**config.mk**
```make
export PLATFORM = sky130hd
export DESIGN_NAME = mem_port_arbiter
export DESIGN_NICKNAME = d
export VERILOG_FILES = /design/src/rtl/mem_port_arbiter.sv
export SDC_FILE = /design/constraint.sdc
export NUM_CORES = 1
export LEC_CHECK = 0
export CORE_ASPECT_RATIO = 1.2
export CORE_MARGIN = 10
export CORE_UTILIZATION = 40
export DETAILED_ROUTE_END_ITERATION = 6
export PLACE_DENSITY = 0.73
export SLEW_MARGIN = 30
export SYNTH_ARGS = -nofsm -noshare
export SYNTH_HDL_FRONTEND = slang
export SYNTH_SLANG_ARGS = --single-unit
export TNS_END_PERCENT = 100
```
**constraint.sdc**
```tcl
create_clock -name Clock -period 3.29 [get_ports Clock]
set_clock_uncertainty 0.2 [all_clocks]
set_input_delay 0.658 -clock Clock [delete_from_list [all_inputs] [get_ports Clock]]
set_output_delay 0.658 -clock Clock [all_outputs]
set_load 0.01 [all_outputs]
```
**src/rtl/mem_port_arbiter.sv**
```systemverilog
// Fetch/M-stage arbiter for one single-ported, variable-latency memory.
// Optional perf counters: define MEM_PORT_PERF_EN.
module mem_port_arbiter #(
    parameter int TIMEOUT_CYCLES = 255,
    parameter int STARVE_LIMIT   = 2
) (
    input  logic        Clock,
    input  logic        Reset_n,
    input  logic        IfReq,
    input  logic [31:0] IfAddr,
    output logic [31:0] IfRdata,
    output logic        IfValid,
    input  logic        DReq,
    input  logic [5:0]  opcodeM,
    input  logic [31:0] ALUoutM,
    input  logic [31:0] DWdata,
    output logic [31:0] DRdata,
    output logic        DValid,
    output logic        StallF,
    output logic        StallM,
    output logic        Misalign,
    output logic        BusError,
    output logic        MemReq,
    output logic        MemWe,
    output logic [31:0] MemAddr,
    output logic [3:0]  MemBe,
    output logic [31:0] MemWdata,
    input  logic        MemAck,
    input  logic [31:0] MemRdata
`ifdef MEM_PORT_PERF_EN
    ,
    output logic [31:0] PerfStallCnt,
    output logic [31:0] PerfAccessCnt
`endif
);

    typedef enum logic [1:0] {S_IDLE, S_BUSY, S_RESP} state_t;

    localparam logic [7:0] TMO_L = 8'(TIMEOUT_CYCLES);
    localparam logic [7:0] STV_L = 8'(STARVE_LIMIT);

    state_t      state_q, state_d;
    logic        gnt_m_q, gnt_m_d;
    logic [7:0]  starve_q, starve_d;
    logic [7:0]  tmo_q, tmo_d;
    logic        req_q, req_d;
    logic        we_q, we_d;
    logic [31:0] addr_q, addr_d;
    logic [3:0]  be_q, be_d;
    logic [31:0] wd_q, wd_d;
    logic        mis_q, mis_d;
    logic        berr_q, berr_d;
    logic [31:0] ird_q, ird_d;
    logic [31:0] drd_q, drd_d;

    logic        op_b, op_h, op_w, op_st;
    logic        dlegal, misal, take_m, done;
    logic [3:0]  d_be;
    logic [31:0] d_wd, rd_val;
    logic        unused_ok;

    assign unused_ok = ^IfAddr[1:0];

    always_comb begin
        op_b  = 1'b0;
        op_h  = 1'b0;
        op_w  = 1'b0;
        op_st = 1'b0;
        case (opcodeM)
            6'b100000, 6'b100100: op_b = 1'b1;
            6'b100001, 6'b100101: op_h = 1'b1;
            6'b100011:            op_w = 1'b1;
            6'b101000: begin op_b = 1'b1; op_st = 1'b1; end
            6'b101001: begin op_h = 1'b1; op_st = 1'b1; end
            6'b101011: begin op_w = 1'b1; op_st = 1'b1; end
            default: ;
        endcase
    end

    assign dlegal = DReq & (op_b | op_h | op_w);
    assign misal  = (op_h & ALUoutM[0]) | (op_w & (|ALUoutM[1:0]));

    always_comb begin
        d_be = 4'b1111;
        d_wd = '0;
        unique case (1'b1)
            op_b & op_st: begin
                d_be = 4'b1000 >> ALUoutM[1:0];
                d_wd = {4{DWdata[7:0]}};
            end
            op_h & op_st: begin
                d_be = ALUoutM[1] ? 4'b0011 : 4'b1100;
                d_wd = {2{DWdata[15:0]}};
            end
            op_w & op_st: d_wd = DWdata;
            default: ;
        endcase
    end

    // F wins only once it has watched STARVE_LIMIT M grants in a row
    assign take_m = dlegal & ~(IfReq & (starve_q == STV_L));
    assign done   = MemAck | (tmo_q == TMO_L - 8'd1);
    assign rd_val = (MemAck & ~we_q) ? MemRdata : 32'd0;

    always_comb begin
        state_d  = state_q;
        gnt_m_d  = gnt_m_q;
        starve_d = starve_q;
        tmo_d    = tmo_q;
        req_d    = req_q;
        we_d     = we_q;
        addr_d   = addr_q;
        be_d     = be_q;
        wd_d     = wd_q;
        mis_d    = mis_q;
        berr_d   = berr_q;
        ird_d    = ird_q;
        drd_d    = drd_q;
        unique case (state_q)
            S_IDLE: begin
                mis_d  = 1'b0;
                berr_d = 1'b0;
                tmo_d  = '0;
                if (take_m) begin
                    gnt_m_d = 1'b1;
                    if (IfReq && starve_q != STV_L)
                        starve_d = starve_q + 8'd1;
                    if (misal) begin
                        mis_d   = 1'b1;
                        drd_d   = '0;
                        state_d = S_RESP;
                    end else begin
                        req_d   = 1'b1;
                        we_d    = op_st;
                        addr_d  = {ALUoutM[31:2], 2'b00};
                        be_d    = d_be;
                        wd_d    = d_wd;
                        state_d = S_BUSY;
                    end
                end else if (IfReq) begin
                    gnt_m_d  = 1'b0;
                    starve_d = '0;
                    req_d    = 1'b1;
                    we_d     = 1'b0;
                    addr_d   = {IfAddr[31:2], 2'b00};
                    be_d     = 4'b1111;
                    wd_d     = '0;
                    state_d  = S_BUSY;
                end
            end
            S_BUSY: begin
                if (done) begin
                    req_d   = 1'b0;
                    we_d    = 1'b0;
                    berr_d  = ~MemAck;
                    state_d = S_RESP;
                    if (gnt_m_q) drd_d = rd_val;
                    else         ird_d = rd_val;
                end else begin
                    tmo_d = tmo_q + 8'd1;
                end
            end
            default: state_d = S_IDLE;
        endcase
    end

    always_ff @(posedge Clock or negedge Reset_n) begin
        if (!Reset_n) begin
            state_q  <= S_IDLE;
            gnt_m_q  <= 1'b0;
            starve_q <= '0;
            tmo_q    <= '0;
            req_q    <= 1'b0;
            we_q     <= 1'b0;
            addr_q   <= '0;
            be_q     <= '0;
            wd_q     <= '0;
            mis_q    <= 1'b0;
            berr_q   <= 1'b0;
            ird_q    <= '0;
            drd_q    <= '0;
        end else begin
            state_q  <= state_d;
            gnt_m_q  <= gnt_m_d;
            starve_q <= starve_d;
            tmo_q    <= tmo_d;
            req_q    <= req_d;
            we_q     <= we_d;
            addr_q   <= addr_d;
            be_q     <= be_d;
            wd_q     <= wd_d;
            mis_q    <= mis_d;
            berr_q   <= berr_d;
            ird_q    <= ird_d;
            drd_q    <= drd_d;
        end
    end

    assign IfValid  = (state_q == S_RESP) & ~gnt_m_q;
    assign DValid   = (state_q == S_RESP) & gnt_m_q;
    assign Misalign = (state_q == S_RESP) & mis_q;
    assign BusError = (state_q == S_RESP) & berr_q;
    assign IfRdata  = ird_q;
    assign DRdata   = drd_q;
    assign StallF   = Reset_n & IfReq & ~IfValid;
    assign StallM   = Reset_n & dlegal & ~DValid;
    assign MemReq   = req_q;
    assign MemWe    = we_q;
    assign MemAddr  = addr_q;
    assign MemBe    = be_q;
    assign MemWdata = wd_q;

`ifdef MEM_PORT_PERF_EN
    logic [31:0] pstall_q, pacc_q;

    always_ff @(posedge Clock or negedge Reset_n) begin
        if (!Reset_n) begin
            pstall_q <= '0;
            pacc_q   <= '0;
        end else begin
            if (StallF | StallM)
                pstall_q <= pstall_q + 32'd1;
            if (state_q == S_BUSY && done)
                pacc_q <= pacc_q + 32'd1;
        end
    end

    assign PerfStallCnt  = pstall_q;
    assign PerfAccessCnt = pacc_q;
`endif

endmodule

```
==> results.py, run 1 <==
metrics = {
    "logic_synthesis": {
        "synthArstFlopShare_pct": 100,
        "synth_fa_ha_area_share_pct": 0.655,
        "ys_seq_elements": 153,
        "yosysWarnings": 0,
        "synth_top_family_by_area": "multiplexers",
        "muxShareOfSynthArea_pct": 15.4,
        "ys.flop_type": "dfrtp_1",
        "postSynthAreaPerCell_sq_um": 10.2,
        "synthCells": 747,
        "synth_edf_count": 0,
        "yosys.area_share.simple_pct": 14.1,
        "synth_compound_area_share_pct": 12.8,
        "ys_seq_area_share_pct": 50.1,
        "syn_area_sq_um": 7640,
        "synth_cell_types": 53,
        "synthXorXnorAreaFrac_pct": 0.802,
    },
    "global_routing": {
        "antenna_found_initial": 0,
        "grt_pass1_vias": 6917,
        "grt_max_degree": 52,
        "grt_overflow": 0,
        "grt_usage_pct": 18.6,
        "grt_pass1_wl_microns": 37700,
    },
    "die": {
        "die_area_sq_um": 25100,
        "core_area_sq_um": 18900,
        "die_h_microns": 171,
        "rows": 55,
        "ioPinCount": 279,
        "start_util_pct": 40.5,
        "die_w_microns": 146,
    },
    "detailed_routing": {
        "totalWireLength_microns": 23400,
        "avgViaCountPerCell": 5.06,
        "num_vias": 6505,
        "firstDrtPassIters": 4,
        "post-route-drc-count": 0,
        "ant_nets": 0,
        "wire_per_inst_microns": 18.2,
        "drtIter0Drc": 348,
    },
    "timing": {
        "setup-violations-final": 0,
        "fin_crit_sh_pct": 92.8,
        "rsz0062_at_grt": "false",
        "tns_ps": 0,
        "tightest_slew_ps": 721,
        "fmax_mhz": 327,
        "slew_viol_final": 0,
        "finalCriticalPeriod_ps": 3050,
        "hold_violations": 0,
        "relSlewSlack_pct": 51.7,
    },
    "job": {
        "drv_cap": 0,
    },
    "clocking": {
        "post_cts_buffers": 0,
        "cts_tree": "built",
        "path_clk_slew_ps": 70,
        "clk_path_buf_depth": 2,
        "htree_levels": 4,
        "numCtsBuffers": 17,
        "cts-root-buf": "clkbuf_16",
        "worstSkewPairLatency_ps": 410,
        "clock_sinks": 153,
    },
    "power": {
        "p_per_area_nw_per_um2": 702,
        "ir_worst_vdd_v": 0.000511,
        "power_leakage_nw": 4.76,
    },
    "final_layout": {
        "fin_util_pct": 59.7,
        "diodes": 0,
        "nets": 1160,
        "drive_gt1_share_pct": 16.3,
        "syn_to_final_growth_pct": 47.3,
    },
    "setup_path": {
        "slowest_delay_ps": 570,
        "startpoint_type": "primary input",
        "endpoint_kind": "primary output",
        "cp.arrival_ps": 2200,
        "cp_max_fo": 21,
        "cp.required_ps": 2430,
        "worst-setup-path-type": "in2out",
        "path_cells": "dlygate4sd3_1 -> buf_6 -> nand2_1 -> nor2_1 -> clkdlybuf4s50_1",
        "cp_slowest_cell": "clkdlybuf4s50_1",
    },
    "placement": {
        "port_buffers": 274,
        "place_congestion": 0.794,
        "hpwl_microns": 17500,
    },
    "hold_path": {
        "holdCritPathClass": "reg2reg",
    },
    "run_status": {
        "status": "finished, final reports clean",
    },
}
area by class of cell:
type	count	area (sq um)
fill	1645	7600
sequential	153	3830
multi-input combinational	497	3360
timing repair buffer	301	2990
clock buffer	19	443
tap	256	320
inverter	47	176
clock inverter	13	138
critical path, delay by kind of cell:
family                 cells  cell delay [ps]
buffers and inverters      3             1340
and+or+nand+nor            2              180
cell usage after synthesis, types with 2 or more instances:
master    count  share of area [%]
and2_1        5               0.41
nor2_1       33                1.6
nand3b_1      3               0.29
clkbuf_1     30                1.5
nor3_1        2               0.13
nand2b_1      2               0.16
dfrtp_1     153                 50
nand2_1     111                5.5
nand4_1      34                2.8
o21ai_0      76                5.0
nor4bb_1      2               0.26
buf_1         3               0.15
xor2_1        2               0.23
xnor2_1       5               0.57
and4_1        2               0.23
buf_6        10                1.5
mux2_2       91                 13
ha_1          4               0.65
buf_4         3               0.29
or2_2         3               0.25
nor2b_1      11               0.90
nand3_1       5               0.33
mux2i_1       8                1.0
inv_1        47                2.3
buf_2         5               0.33
o21ai_1       2               0.13
and3_1        2               0.16
a21o_1        3               0.29
a21oi_1      28                1.8
a22o_1       35                4.0
mux2_4        5               0.98
final timing paths:
kind	start	end	slack, ps	depth (start not counted)
setup / recovery	Reset_n	StallF	240	5
hold / removal	IfRdata[13]	IfRdata[13]	280	2
setup reg to reg	starve_q[0]	MemAddr[25]	650	7
hold reg to reg	IfRdata[13]	IfRdata[13]	280	2
max in group asynchronous	Reset_n	MemWdata[4]	910	4
min in group asynchronous	Reset_n	MemWdata[28]	440	2
stage by stage:
stage | worst slack, ps | instances | cell area (sq um) | total power, mW | hold slack, ps
floorplan | 742 | 748 | 7650 | 4.34 | 162
global placement | 140 | 1253 | 10700 | 5.99 | 261
detailed placement | 130 | 1253 | 10700 | 6.06 | 269
CTS | 117 | 1286 | 11300 | 8.02 | 284
global route | 143 | 1286 | 11300 | 8.42 | 309
finish | 236 | 1286 | 11300 | 7.91 | 277
layout by cell type, fill, tap and decap left out, types with 3 or more instances in the layout:
cell             Yosys  final
a21o_1               3      3
a21oi_1             28     28
a22o_1              35     35
and2_1               5      5
buf_12               0      3
buf_4                3     23
clkbuf_16            0     17
clkdlybuf4s50_1      0    272
clkinv_4             0      5
dfrtp_1            153    153
ha_1                 4      4
inv_1               47     47
inv_6                0      3
mux2_2              91     91
mux2_4               5      5
mux2i_1              8      8
nand2_1            111    111
nand3_1              5      5
nand3b_1             3      3
nand4_1             34     34
nor2_1              33     31
nor2b_1             11     11
o21ai_0             76     76
or2_2                3      3
xnor2_1              5      5
timing repair:
| action | 4_1_cts | 5_1_grt |
|---|---|---|
| gates resized for setup | 0 | 1 |
| endpoints found under the setup margin | 0 | 1 |
| endpoints found under the hold margin | 17 | 0 |
| hold buffers | 1 | 0 |
state kept, by name (all words and copies together), names as in the netlist, 2 cells and up:
signal / cells
IfRdata: 32
MemBe: 4
state_q: 2
MemAddr: 30
tmo_q: 8
DRdata: 32
starve_q: 8
MemWdata: 32
layer usage:
metal  part of all wire, %  global-route usage (%)
met1                    41                    22.3
met2                    48                    30.7
met3                    10                    7.91
met4                   1.0                    4.14
met5                     0                       0
cells by family (layout without fill, tap and decap cells):
logic type / count (synthesis) / in the layout
muxes: 104 / 104
AOI/OAI and AO/OA: 156 / 156
other: 1 / 2
and+or+nand+nor: 224 / 224
buffers and inverters: 98 / 380
adders and majority gates: 4 / 4
DFF: 153 / 153
xor gates and xnor gates: 7 / 7
report_power, final:
group	internal (mW)	total, mW	switching (mW)
clock network	1.09	1.93	0.843
registers	2.42	2.76	0.335
logic	1.73	3.22	1.49
total	5.24	7.91	2.67
Power figures use the tool's default switching activity.
==> inputs of run 2 (changes only) <==
- CTS_BUF_LIST: default -> sky130_fd_sc_hd__clkbuf_16
- DONT_BUFFER_PORTS: default -> 1
- MAX_ROUTING_LAYER: default -> met4
- PLACE_DENSITY: 0.73 -> default
==> results.py, run 2 (synthesis results as in run 1) <==
metrics = {
    "clocking": {
        "cts_tree": "built",
        "clk_path_buf_depth": 2,
        "path_clk_slew_ps": 70,
        "clock_sinks": 153,
        "htree_levels": 4,
        "worstSkewPairLatency_ps": 420,
        "cts_resized": 0,
        "cts-root-buf": "clkbuf_16",
        "numCtsBuffers": 17,
        "post_cts_buffers": 0,
    },
    "timing": {
        "setup-violations-final": 0,
        "fin_crit_sh_pct": 83.9,
        "hold_slack_ps": -280,
        "slew_viol_final": 0,
        "tns_ps": 0,
        "hold_violations": 153,
        "tightest_slew_ps": 830,
        "finalCriticalPeriod_ps": 2760,
        "fmax_mhz": 362,
        "rsz0062_at_grt": "false",
        "relSlewSlack_pct": 44.5,
    },
    "detailed_routing": {
        "post-route-drc-count": 0,
        "wl_met1_microns": 8010,
        "wire_per_inst_microns": 21.5,
        "ant_nets": 0,
        "totalWireLength_microns": 21400,
        "highest_layer": "met4",
        "wl_met3_microns": 2810,
        "avgViaCountPerCell": 5.44,
        "firstDrtPassIters": 7,
        "num_vias": 5422,
        "drtIter0Drc": 241,
        "wl_met2_microns": 10300,
    },
    "setup_path": {
        "r2r-start": "starve_q[0]",
        "cp.arrival_ps": 2870,
        "cp.required_ps": 3400,
        "endpoint_kind": "flip-flop",
        "worst-setup-path-type": "reg2reg",
        "cp_max_fo": 66,
        "r2r_cells": 7,
        "startpoint_type": "flip-flop",
        "reg2reg_to": "MemWdata[20]",
        "r2r_setup_slack_ps": 530,
    },
    "final_layout": {
        "final_cell_mix": "dfrtp_1, nand2_1, mux2_2, o21ai_0, inv_1",
        "drive_gt1_share_pct": 20.4,
        "final_common_cell": "dfrtp_1",
        "diodes": 0,
        "n_fill_cell": 1843,
        "nets": 870,
        "syn_to_final_growth_pct": 9.43,
    },
    "die": {
        "die_w_microns": 146,
        "ioPinCount": 279,
        "rows": 55,
        "start_util_pct": 40.5,
        "die_h_microns": 171,
        "core_area_sq_um": 18900,
        "die_area_sq_um": 25100,
    },
    "placement": {
        "port_buffers": 0,
        "place_congestion": 0.842,
        "hpwl_microns": 15600,
    },
    "hold_path": {
        "holdCritPathClass": "in2async",
    },
    "job": {
        "drv_cap": 0,
    },
    "power": {
        "power_leakage_nw": 3.61,
        "p_per_area_nw_per_um2": 795,
        "ir_worst_vdd_v": 0.000376,
        "finalPower_mw": 6.65,
    },
    "global_routing": {
        "grt_max_degree": 156,
        "grt_pass1_wl_microns": 33000,
        "grt_usage_pct": 17.0,
        "antenna_found_initial": 0,
        "grt_overflow": 0,
        "grt_pass1_vias": 5598,
    },
    "run_status": {
        "status": "finished with violations",
        "failed_checks": "negative hold slack",
    },
}
[run 2: final cells by class]
type / instances / area (sq um) / area share [%]
Clock buffer: 17 / 425 / 5.09
Clock inverter: 15 / 143 / 1.71
Inverter: 47 / 176 / 2.11
Multi-Input combinational cell: 497 / 3360 / 40.2
Sequential cell: 153 / 3830 / 45.8
Tap cell: 256 / 320 / 3.83
Timing Repair Buffer: 11 / 108 / 1.29
[run 2: where the power goes]
part	leakage [nW]	internal [mW]	switching (mW)
Combinational	1.37	0.724	0.850
Sequential	1.98	2.42	0.744
Clock	0.270	1.06	0.850
Total	3.61	4.20	2.44
[run 2: worst max path at each step]
stage	from	endpoint	slack (ps)	cells past startpoint
finish	starve_q[0]	MemWdata[20]	530	7
global route	starve_q[0]	MemWdata[20]	410	7
CTS	state_q[0]	StallM	500	4
detailed placement	opcodeM[4]	MemAddr[24]	450	6
global placement	opcodeM[4]	MemAddr[23]	540	6
floorplan	opcodeM[3]	MemAddr[21]	740	6
[run 2: per-layer routing]
layer | vias to the layer above | global-route usage (%)
met3 | 22 | 9.36
met5 | - | -
met4 | 0 | 4.88
met1 | 2616 | 18.1
met2 | 242 | 27.1
li1 | 2542 | -
[run 2: stage by stage]
step                      instance area [sq um]  setup slack [ps]  utilization, %  cells
after floorplan                            7650               742               -    748
after global placement                     7800               537            41.3    964
after detailed placement                   7800               454            41.3    964
after CTS                                  8360               497            44.4    996
after global routing                       8360               411            44.4    996
final                                      8360               528            44.4    996
[run 2: critical path: stages (launching register included)]
cell and delay (ps):
dfrtp_1 430, inv_1 80, ha_1 140, or4bb_4 570, o22a_2 250, a21oi_4 190, buf_12 340, mux2_2 390
==> inputs of run 3 (changes only) <==
- clock period: 3.29 -> 2.8 ns (I/O delays scaled with it)
==> results.py, run 3 (synthesis results as in run 1) <==
metrics = {
    "run_status": {
        "status": "finished with violations",
        "failed_checks": "negative hold slack",
    },
    "timing": {
        "finalCriticalPeriod_ps": 2610,
        "tns_ps": 0,
        "setup-violations-final": 0,
        "hold_slack_ps": -374,
        "relSlewSlack_pct": 48.4,
        "tightest_slew_ps": 771,
        "slew_viol_final": 0,
        "fmax_mhz": 383,
        "fin_crit_sh_pct": 93.2,
        "hold_violations": 153,
        "rsz0062_at_grt": "false",
    },
    "detailed_routing": {
        "post-route-drc-count": 0,
        "ant_nets": 0,
        "num_vias": 5449,
        "drtIter0Drc": 217,
        "avgViaCountPerCell": 5.44,
        "totalWireLength_microns": 21400,
        "firstDrtPassIters": 5,
        "wire_per_inst_microns": 21.3,
    },
    "placement": {
        "dp.cells": 969,
        "port_buffers": 0,
        "place_area_sq_um": 7860,
        "place_congestion": 0.815,
        "hpwl_microns": 15700,
    },
    "setup_path": {
        "r2r_setup_slack_ps": 190,
        "cp.arrival_ps": 2710,
        "path_cells": "inv_1 -> ha_1 -> or4bb_4 -> o22a_2 -> a21oi_4 -> buf_4 -> mux2_2",
        "r2r_cells": 7,
        "cp_max_fo": 11,
        "slowest_delay_ps": 570,
        "timing.critical_path.buf_inv": 2,
        "cpLargestDelayFamily": "simple AND/OR/NAND/NOR gates",
        "r2r-start": "starve_q[0]",
        "cp_slowest_cell": "or4bb_4",
        "startpoint_type": "flip-flop",
        "endpoint_kind": "flip-flop",
        "worst-setup-path-type": "reg2reg",
        "cp.required_ps": 2900,
        "reg2reg_to": "MemWdata[18]",
    },
    "power": {
        "clkPwrFrac_pct": 29.8,
        "power_frac_comb_pct": 23.7,
        "power.internal_mw": 5.04,
        "power_leakage_nw": 3.68,
        "p_sw_mw": 2.97,
        "power_frac_seq_pct": 46.5,
        "p_sw_share_pct": 37.1,
        "ir_worst_vdd_v": 0.000466,
        "p_per_area_nw_per_um2": 945,
    },
    "clocking": {
        "cts_resized": 0,
        "worstSkewPairLatency_ps": 420,
        "path_clk_slew_ps": 70,
        "cts-root-buf": "clkbuf_16",
        "htree_levels": 4,
        "cts_tree": "built",
        "post_cts_buffers": 0,
        "numCtsBuffers": 17,
        "clk_path_buf_depth": 2,
        "clock_sinks": 153,
    },
    "hold_path": {
        "holdCritPathClass": "in2async",
    },
    "die": {
        "rows": 55,
        "core_area_sq_um": 18900,
        "ioPinCount": 279,
        "die_w_microns": 146,
        "start_util_pct": 40.5,
        "die_area_sq_um": 25100,
        "die_h_microns": 171,
    },
    "final_layout": {
        "n_fill_cell": 1859,
        "stdcell_count": 1002,
        "final_cell_mix": "dfrtp_1, nand2_1, mux2_2, o21ai_0, inv_1",
        "fin_area_sq_um": 8480,
        "nets": 875,
        "syn_to_final_growth_pct": 11.0,
        "drive_gt1_share_pct": 21.2,
        "final_common_cell": "dfrtp_1",
    },
    "job": {
        "drv_cap": 0,
    },
    "global_routing": {
        "grt_pass1_wl_microns": 33500,
        "grt_pass1_vias": 5679,
        "antenna_found_initial": 1,
        "grt_usage_pct": 17.2,
        "grt_overflow": 0,
        "grt_max_degree": 156,
    },
}
[run 3: cell types whose count changed in the layout (fill, tap and decap cells not counted), moves of 2 or more]
cell / delta
buf_4: +3
clkinvlp_4: -4
clkinv_8: +5
buf_12: +2
[run 3: per-stage QoR]
step / setup WS [ps] / total power, mW / utilization, %
6_report: 190 / 8.02 / 45.0
5_1_grt: 100 / 8.53 / 45.0
4_1_cts: 189 / 8.15 / 45.0
3_5_place_dp: 220 / 5.71 / 41.7
3_3_place_gp: 246 / 5.61 / 41.7
2_1_floorplan: 350 / 5.11 / -
[run 3: layer usage]
metal	GRT usage [%]	vias up	wire, microns
met4	5.45	0	314
met5	-	-	0
met1	17.5	2630	7780
met3	9.59	27	2790
li1	-	2565	-
met2	27.9	227	10500
[run 3: area by class of cell]
| type | count | area [sq um] | share of cell area (%) |
|---|---|---|---|
| multi-input cells | 497 | 3360 | 39.6 |
| diodes | 1 | 2.50 | 0.0295 |
| repair buffers | 16 | 170 | 2.01 |
| inverters | 47 | 176 | 2.08 |
| clock buffers | 17 | 425 | 5.01 |
| clock inverters | 15 | 198 | 2.33 |
| well taps | 256 | 320 | 3.78 |
| flip-flops and latches | 153 | 3830 | 45.1 |
[run 3: power by group through the flow]
stage	clock, mW	combinational [mW]	sequential, mW
2_1_floorplan	0	1.60	3.51
3_3_place_gp	0	1.84	3.77
3_5_place_dp	0	1.92	3.80
4_1_cts	2.46	1.93	3.76
5_1_grt	2.56	2.13	3.84
6_report	2.39	1.90	3.73
[run 3: worst register-to-register path: stages, from the launching register on]
cell,delay [ps]
dfrtp_1,440
inv_1,90
ha_1,150
or4bb_4,570
o22a_2,240
a21oi_4,210
buf_4,250
mux2_2,360
[run 3: worst max path at each step]
stage,slack [ps],end,startpoint,cells after the start
after global routing,100,MemWdata[18],starve_q[0],7
final,190,MemWdata[18],starve_q[0],7
after floorplan,350,MemAddr[21],opcodeM[3],6
after global placement,250,MemWdata[17],starve_q[0],7
after CTS,190,MemWdata[18],starve_q[0],7
after detailed placement,220,MemWdata[18],starve_q[0],7
